$ cat config.mk
export PLATFORM = sky130hd
export DESIGN_NAME = mem_port_arbiter
export DESIGN_NICKNAME = d
export VERILOG_FILES = /design/src/rtl/mem_port_arbiter_pkg.sv /design/src/rtl/mem_port_arbiter_arb_starve_guard.sv /design/src/rtl/mem_port_arbiter.sv
export SDC_FILE = /design/constraint.sdc
export NUM_CORES = 1
export LEC_CHECK = 0
export CORE_AREA = 2 2 208 210
export CTS_CLUSTER_SIZE = 20
export DETAILED_ROUTE_END_ITERATION = 6
export DIE_AREA = 0 0 210 212
export PLACE_DENSITY = 0.69
export RECOVER_POWER = 100
export SLEW_MARGIN = 10
export SYNTH_ARGS = -nofsm -noshare
export SYNTH_HDL_FRONTEND = slang
export SYNTH_HIERARCHICAL = 1
export SYNTH_SLANG_ARGS = --single-unit
$ cat constraint.sdc
create_clock -name clock -period 6.2 [get_ports clock]
set_clock_uncertainty 0.2 [all_clocks]
set_input_delay 1.24 -clock clock [delete_from_list [all_inputs] [get_ports clock]]
set_output_delay 1.24 -clock clock [all_outputs]
set_load 0.1 [all_outputs]
$ cat src/rtl/mem_port_arbiter_pkg.sv
// Shared types and width constants for the fetch / load-store memory port arbiter.
package mem_port_arbiter_pkg;

    localparam int unsigned ADDR_W_DEF = 64;
    localparam int unsigned DATA_W_DEF = 64;
    localparam int unsigned MASK_W_DEF = DATA_W_DEF / 8;

    // Wide enough for STARVE_LIMIT up to 15 and TIMEOUT up to 255.
    localparam int unsigned STARVE_W  = 4;
    localparam int unsigned TIMEOUT_W = 8;

    typedef enum logic [1:0] {
        IDLE   = 2'd0,
        BUSY_I = 2'd1,
        BUSY_D = 2'd2,
        RESP   = 2'd3
    } arb_state_t;

    typedef enum logic {
        OWN_I = 1'b0,
        OWN_D = 1'b1
    } owner_t;

    function automatic int unsigned mask_width(input int unsigned data_w);
        return data_w / 8;
    endfunction

endpackage

$ cat src/rtl/mem_port_arbiter_arb_starve_guard.sv
// Data-over-fetch priority with a saturating counter that forces a fetch grant
// after STARVE_LIMIT consecutive data wins while fetch was waiting.
module arb_starve_guard
    import mem_port_arbiter_pkg::*;
#(
    parameter int unsigned STARVE_LIMIT = 4
) (
    input  logic clock,
    input  logic reset,
    input  logic i_req,
    input  logic d_req,
    input  logic arbitrate,
    output logic grant_i
);

    localparam logic [STARVE_W-1:0] LIMIT = STARVE_W'(STARVE_LIMIT);

    logic [STARVE_W-1:0] starve_cnt;

    assign grant_i = i_req && (!d_req || (starve_cnt == LIMIT));

    always_ff @(posedge clock) begin
        if (!reset) begin
            starve_cnt <= '0;
        end else if (arbitrate) begin
            if (grant_i || !i_req) begin
                starve_cnt <= '0;
            end else if (starve_cnt != LIMIT) begin
                starve_cnt <= starve_cnt + STARVE_W'(1);
            end
        end
    end

endmodule

$ cat src/rtl/mem_port_arbiter.sv
// Single-outstanding arbiter sharing one variable-latency memory port between
// instruction fetch and load/store, with a timeout that turns a hung access into an error.
module mem_port_arbiter
    import mem_port_arbiter_pkg::*;
#(
    parameter int unsigned ADDR_W       = ADDR_W_DEF,
    parameter int unsigned DATA_W       = DATA_W_DEF,
    parameter int unsigned STARVE_LIMIT = 4,
    parameter int unsigned TIMEOUT      = 255
) (
    input  logic                clock,
    input  logic                reset,
    input  logic                i_req_i,
    input  logic [ADDR_W-1:0]   i_addr_i,
    output logic                i_ack_o,
    output logic [DATA_W-1:0]   i_rdata_o,
    output logic                i_err_o,
    input  logic                d_req_i,
    input  logic                d_we_i,
    input  logic [ADDR_W-1:0]   d_addr_i,
    input  logic [DATA_W-1:0]   d_wdata_i,
    input  logic [DATA_W/8-1:0] d_wmask_i,
    output logic                d_ack_o,
    output logic [DATA_W-1:0]   d_rdata_o,
    output logic                d_err_o,
    output logic                mem_req_o,
    output logic                mem_we_o,
    output logic [ADDR_W-1:0]   mem_addr_o,
    output logic [DATA_W-1:0]   mem_wdata_o,
    output logic [DATA_W/8-1:0] mem_wmask_o,
    input  logic                mem_ack_i,
    input  logic [DATA_W-1:0]   mem_rdata_i,
    output logic                busy_o
);

    localparam logic [TIMEOUT_W-1:0] TO_LAST = TIMEOUT_W'(TIMEOUT - 1);

    arb_state_t           state_q;
    arb_state_t           state_d;
    owner_t               owner;
    logic [TIMEOUT_W-1:0] tcnt_q;
    logic                 arbitrate;
    logic                 grant_i;
    logic                 done_ack;
    logic                 done_to;

    arb_starve_guard #(
        .STARVE_LIMIT(STARVE_LIMIT)
    ) u_starve_guard (
        .clock    (clock),
        .reset    (reset),
        .i_req    (i_req_i),
        .d_req    (d_req_i),
        .arbitrate(arbitrate),
        .grant_i  (grant_i)
    );

    assign owner = (state_q == BUSY_I) ? OWN_I : OWN_D;

    always_comb begin
        state_d   = state_q;
        arbitrate = 1'b0;
        done_ack  = 1'b0;
        done_to   = 1'b0;
        case (state_q)
            IDLE: begin
                if (i_req_i || d_req_i) begin
                    arbitrate = 1'b1;
                    state_d   = grant_i ? BUSY_I : BUSY_D;
                end
            end
            BUSY_I, BUSY_D: begin
                // An ack in the final counted cycle still beats the timeout.
                if (mem_ack_i) begin
                    done_ack = 1'b1;
                    state_d  = RESP;
                end else if (tcnt_q == TO_LAST) begin
                    done_to = 1'b1;
                    state_d = RESP;
                end
            end
            default: state_d = IDLE;
        endcase
    end

    always_ff @(posedge clock) begin
        if (!reset) begin
            state_q <= IDLE;
        end else begin
            state_q <= state_d;
        end
    end

    always_ff @(posedge clock) begin
        if (!reset) begin
            tcnt_q      <= '0;
            busy_o      <= 1'b0;
            i_ack_o     <= 1'b0;
            i_rdata_o   <= '0;
            i_err_o     <= 1'b0;
            d_ack_o     <= 1'b0;
            d_rdata_o   <= '0;
            d_err_o     <= 1'b0;
            mem_req_o   <= 1'b0;
            mem_we_o    <= 1'b0;
            mem_addr_o  <= '0;
            mem_wdata_o <= '0;
            mem_wmask_o <= '0;
        end else begin
            i_ack_o <= 1'b0;
            d_ack_o <= 1'b0;
            busy_o  <= (state_d != IDLE);
            case (state_q)
                IDLE: begin
                    tcnt_q <= '0;
                    if (arbitrate) begin
                        mem_req_o <= 1'b1;
                        if (grant_i) begin
                            mem_we_o    <= 1'b0;
                            mem_addr_o  <= i_addr_i;
                            mem_wdata_o <= '0;
                            mem_wmask_o <= '0;
                        end else begin
                            mem_we_o    <= d_we_i;
                            mem_addr_o  <= d_addr_i;
                            mem_wdata_o <= d_wdata_i;
                            mem_wmask_o <= d_we_i ? d_wmask_i : '0;
                        end
                    end
                end
                BUSY_I, BUSY_D: begin
                    tcnt_q <= tcnt_q + TIMEOUT_W'(1);
                    if (done_ack || done_to) begin
                        mem_req_o <= 1'b0;
                        if (owner == OWN_I) begin
                            i_ack_o   <= 1'b1;
                            i_rdata_o <= done_ack ? mem_rdata_i : '0;
                            i_err_o   <= done_to;
                        end else begin
                            d_ack_o   <= 1'b1;
                            d_rdata_o <= done_ack ? mem_rdata_i : '0;
                            d_err_o   <= done_to;
                        end
                    end
                end
                default: tcnt_q <= '0;
            endcase
        end
    end

endmodule

### Yosys cells after proc, flatten, opt, wreduce, memory -nomap -nowiden

Index checks and enable logic that the tools add are counted.

| word-level totals | value |
|---|---|
| bits in registers | 285 |

| operators by class | value |
|---|---|
| bitwise gates (word level) | 1 |
| $add $sub $neg | 2 |
| reduce and logical (&&, ||, !) cells | 19 |
| multiplexer cells | 25 |
| equal/unequal tests | 7 |

Operator list:

| operator | number |
|---|---|
| $mux 64 | 3 |
| $mux 8 | 2 |
| $mux 1 | 12 |
| $reduce_and 3->1 | 4 |
| $add 8x1->8 const B | 1 |
| $eq 8x8->1 const B | 1 |
| $mux 2 | 4 |
| $mux 4 | 2 |
| $reduce_and 2->1 | 3 |
| $reduce_bool 2->1 | 3 |
| $add 4x1->4 const B | 1 |
| $eq 4x3->1 const B | 1 |
| $logic_or 1x1->1 | 4 |
| $ne 2x2->1 const B | 2 |
| $ne 4x3->1 const B | 1 |
| $pmux 2 s2 | 1 |
| $eq 2x1->1 const B | 1 |
| $eq 2x2->1 const B | 1 |
| $logic_not 1->1 | 2 |
| $logic_not 2->1 | 1 |
| $pmux 1 s2 | 1 |
| $reduce_or 2->1 | 1 |
| $logic_and 1x1->1 | 1 |
| $not 1->1 | 1 |

### Logic depth before layout (Yosys ltp)

| depth | value |
|---|---|
| word-level depth | 7 |
| gate-level depth with buffers | 9 |
| mapped depth without buffers | 7 |

### Modules after synthesis

The synthesis kept the hierarchy.

Modules (own cells, without submodules):

| module | cells an instance | instances | sequential area each (um^2) | area each (um^2) |
|---|---|---|---|---|
| mem_port_arbiter | 1218 | 1 | 5625.4 | 11429.7 |
| arb_starve_guard | 27 | 1 | 80.1 | 247.7 |

### Worst setup path before layout

Ideal clock, no wire load.

| timing path | value |
|---|---|
| path kind | input port to flip-flop |
| from | input i_req_i |
| to | register mem_addr_o[14] |
| data required time | 5862 ps |
| stages on the path | 5 |
| setup slack | 3560 ps |
| library setup time | 138 ps |
| arrival | 2303 ps |
| cell sequence | a21boi_0 buf_4 buf_2 mux2i_1 a211oi_1 |

| between the ends | value |
|---|---|
| longest elaborated chain between the ends | 4 |
| elaborated cells between the ends (all ways) | 6 |

RTL lines:

| item | line | text |
|---|---|---|
| from (decl) | mem_port_arbiter.sv:13 | `input logic i_req_i,` |
| $logic_or 1x1->1 | mem_port_arbiter.sv:67 | `if (i_req_i \|\| d_req_i) begin` |
| $mux 1 | mem_port_arbiter.sv:67 |  |
| $mux 1 | mem_port_arbiter.sv:65 | `case (state_q)` |
| $reduce_and 2->1 (no line) | -- |  |
| to (signal assigned) | mem_port_arbiter.sv:120 | `mem_addr_o <= i_addr_i;` |
| to (signal assigned) | mem_port_arbiter.sv:125 | `mem_addr_o <= d_addr_i;` |
| to (decl) | mem_port_arbiter.sv:28 | `output logic [ADDR_W-1:0] mem_addr_o,` |

Parallel ways exist; a longest one is shown, timed or not.
A chain may end at the register's enable or synchronous reset.

### Worst setup path in the final report

| timing path | value |
|---|---|
| from | register state_q[0] |
| to | register d_rdata_o[60] |

| between the ends | value |
|---|---|
| longest elaborated chain between the ends | 5 |
| elaborated cells between the ends (all ways) | 9 |

RTL lines:

| item | line | text |
|---|---|---|
| from (decl) | mem_port_arbiter.sv:38 | `arb_state_t state_q;` |
| from (signal assigned) | mem_port_arbiter.sv:90 | `state_q <= state_d;` |
| $eq 2x1->1 / $eq 2x2->1 (equally long branches) | mem_port_arbiter.sv:58, mem_port_arbiter.sv:65, mem_port_arbiter.sv:113 |  |
| $reduce_or 2->1 | mem_port_arbiter.sv:65, mem_port_arbiter.sv:113 |  |
| $mux 1 | mem_port_arbiter.sv:65 |  |
| $logic_or 1x1->1 | mem_port_arbiter.sv:133 | `if (done_ack \|\| done_to) begin` |
| $reduce_and 3->1 (no line) | -- |  |
| to (signal assigned) | mem_port_arbiter.sv:141 | `d_rdata_o <= done_ack ? mem_rdata_i : '0;` |
| to (decl) | mem_port_arbiter.sv:24 | `output logic [DATA_W-1:0] d_rdata_o,` |

Parallel ways exist; a longest one is shown, timed or not.

==> flow_summary.yaml <==
run_status:
  status: "finished with violations"
  violations: "capacitance limit, slew limit"
route:
  dr.pass1.iters: 6
  drcViolationCount: 0
  drt-initial-drc-count: 875
  vias: 11700
  via_per_inst: 5.19
  ant_nets: 0
  routed_wl_um: 42800
  wire_per_inst_um: 18.9
yosys:
  ys_ff_latch: 285
  synth_area_mm2: 0.0117
  yosysMostFrequentCell: "dfxtp_1"
  yosys_warnings: 6
  syn_inst: 1245
  synth_cell_types: 44
  synth_top_area_share_pct: 48.9
  async_flop_share_pct: 0
  synth_common_cells: "dfxtp_1 (285), nand2_1 (147), a31oi_1 (131), a311oi_1 (106), a21oi_1 (78)"
  synth_top_area_cell: "dfxtp_1"
  seq_area_frac_synth_pct: 48.9
  syn_nets: 1522
  ys.flop_type: "dfxtp_1"
  synthTopCellsByArea: "dfxtp_1 (49%), a311oi_1 (8.0%), a31oi_1 (7.0%)"
  postSynthAreaPerCell_um2: 9.38
  synth_edf_count: 0
die:
  design.core.area_mm2: 0.0425
  dieArea_mm2: 0.0445
  die_y_um: 212
  ios: 541
  start_util_pct: 27.5
  die_width_um: 210
  row_count: 76
pwr:
  intPower_w: 0.00440
  swShare_pct: 52.7
  pwr-share-seq_pct: 25.9
  peakVddDrop_mv: 0.725
  pwr-share-comb_pct: 53.0
  p_switching_w: 0.00491
  p_clk_share_pct: 21.1
  powerDensity_mw_per_mm2: 513
  fin_total_pwr_w: 0.00931
  power.leakage_nw: 6.89
placed_design:
  dp_hpwl_um: 29800
  gp_congestion: 0.782
  portBuffers: 540
  dpl-instance-area_mm2: 0.0172
clock_tree:
  htreeDepth: 2
  cts_buffers: 35
  clockRootBuffer: "clkbuf_16"
  cts_setup_buffers: 0
  clk_pin_slew_ns: 0.06
  cts_buffer_depth: 3
  cts_tree: "done"
  cts.repair.resized: 0
  cts_hold_buffers: 0
  cts_sinks: 285
  clk_latency_ns: 0.53
timing:
  max_freq_mhz: 221
  hold_viol: 0
  slew_violations: 206
  max-slew-margin-rel_pct: -60.1
  setup_viol: 0
  worst_pin_slew_ns: 2.40
  fin_crit_sh_pct: 73.1
  fin_crit_ns: 4.53
  tns_ns: 0
  grt_setup_unrepaired: "no"
layout:
  antennaDiodeCount: 0
  drive_above_1_share_pct: 4.60
  fin_area_mm2: 0.0181
  multi_input_area_mm2: 0.00513
  nets: 1971
  fillers: 4127
  ff_latch_area_mm2: 0.00571
  syn2layout_area_growth_pct: 55.4
job:
  drv_cap: 3
grt:
  grt_busiest_layer: "met2"
  met2_usage_pct: 31.6
  grt_overflow: 0
  first_global_vias: 11400
  grt_pass1_wl_um: 64400
  met3_usage_pct: 6.37
  grt_usage_pct: 18.2
  antenna_found_initial: 2
  grtUsageMet1_pct: 20.2
  grt_max_degree: 117
hold_path:
  hold_path_end: "mem_wdata_o[61]"
  min_path_type: "flop to flop"
  min-delay-start: "mem_wdata_o[61]"
  hold_depth: 2
critical_path:
  required_ns: 6.42
  crit_chain: "inv_1, ha_1, and2b_1, buf_4, a31oi_1, a311oi_1"
  endpoint_kind: "flop"
  critPathLaunchType: "flop"
  path_class: "flop to flop"
  crit_path_max_incr_delay_ns: 1.81
  arrival_ns: 4.75
  cp_slowest_cell: "and2b_1"
  worstRegToRegCells: 6
  r2r-end: "d_rdata_o[60]"
  timing.rr.start: "state_q[0]"
  crit_path_max_fanout: 68
  rrSetupSlack_ns: 1.67
-- critical path, delay by kind of cell (launching register included) --
family,cells,cell delay (ns)
buf+inv,2,0.92
simple gates,1,1.81
compound gates,2,0.52
flops,1,0.47
fa+ha+maj,1,0.48
-- worst max-delay path by stage --
stage	startpoint	end	slack [ns]	depth (start not counted)
finish	state_q[0]	d_rdata_o[60]	1.67	6
global route	state_q[0]	d_rdata_o[60]	1.31	6
CTS	busy_o	busy_o	2.58	1
detailed placement	i_req_i	mem_addr_o[3]	2.31	6
global placement	i_req_i	mem_addr_o[9]	2.43	6
floorplan	i_req_i	mem_addr_o[14]	3.56	5
-- power by group through the flow --
stage	logic (W)	clock network [W]	registers, W
after global routing	0.00516	0.00210	0.00246
after CTS	0.00513	0.00203	0.00243
final	0.00493	0.00197	0.00241
after global placement	0.00506	0	0.00245
after floorplan	0.00131	0	0.00505
after detailed placement	0.00512	0	0.00247
-- cell type report --
type / count / share of cell area [%]
repair buffers: 553 / 30.3
inverters: 11 / 0.297
well taps: 546 / 3.76
clock inverters: 9 / 0.490
multi-input cells: 808 / 28.3
clock buffers: 51 / 5.49
flip-flops and latches: 285 / 31.4
-- through the flow --
| step | cells | util, % | setup slack [ns] | hold slack [ns] |
|---|---|---|---|---|
| after CTS | 2263 | 43.0 | 2.58 | 0.251 |
| after floorplan | 1245 | - | 3.56 | 0.241 |
| final | 2263 | 42.7 | 1.67 | 0.245 |
| after detailed placement | 2203 | 40.5 | 2.31 | 0.242 |
| after global placement | 2203 | 40.5 | 2.43 | 0.237 |
| after global routing | 2263 | 42.7 | 1.31 | 0.266 |
-- layout by cell type (no fill, tap or decap), drive strengths merged, types with 3 or more instances in the layout --
master and instances:
a211oi 66, a21oi 78, a311oi 129, a31oi 131, and2 3, and3 4
buf 8, clkbuf 57, clkdlybuf4s50 266, clkinv 6, dfxtp 285, dlygate4sd3 273
ha 7, inv 13, mux2i 64, nand2 147, nand3 77, nor2 70
o21ai 4, o22ai 4
-- metal layers --
metal  vias up  wire [µm]
met5         -         22
met2       499      21000
li1       5624          -
met3        83       4030
met4         4       1570
met1      5531      16200
-- logic make-up (layout without fill, tap and decap cells) --
logic type	Yosys count	in the layout	share of synthesized area, %
AOI/OAI and AO/OA	420	420	26.6
xor gates and xnor gates	3	3	0.225
adders and majority gates	7	7	0.750
buffers and inverters	152	624	6.54
DFF	285	285	48.9
muxes	64	64	5.49
and+or+nand+nor	314	314	11.6
-- registers in the layout, indices dropped and copies added, names as in the netlist --
register                   flops
busy_o                         1
d_ack_o                        1
d_err_o                        1
d_rdata_o                     64
i_ack_o                        1
i_err_o                        1
i_rdata_o                     64
mem_addr_o                    64
mem_req_o                      1
mem_wdata_o                   64
mem_we_o                       1
mem_wmask_o                    8
state_q                        2
tcnt_q                         8
u_starve_guard/starve_cnt      4
No activity file was read; power rests on OpenSTA's default activity.
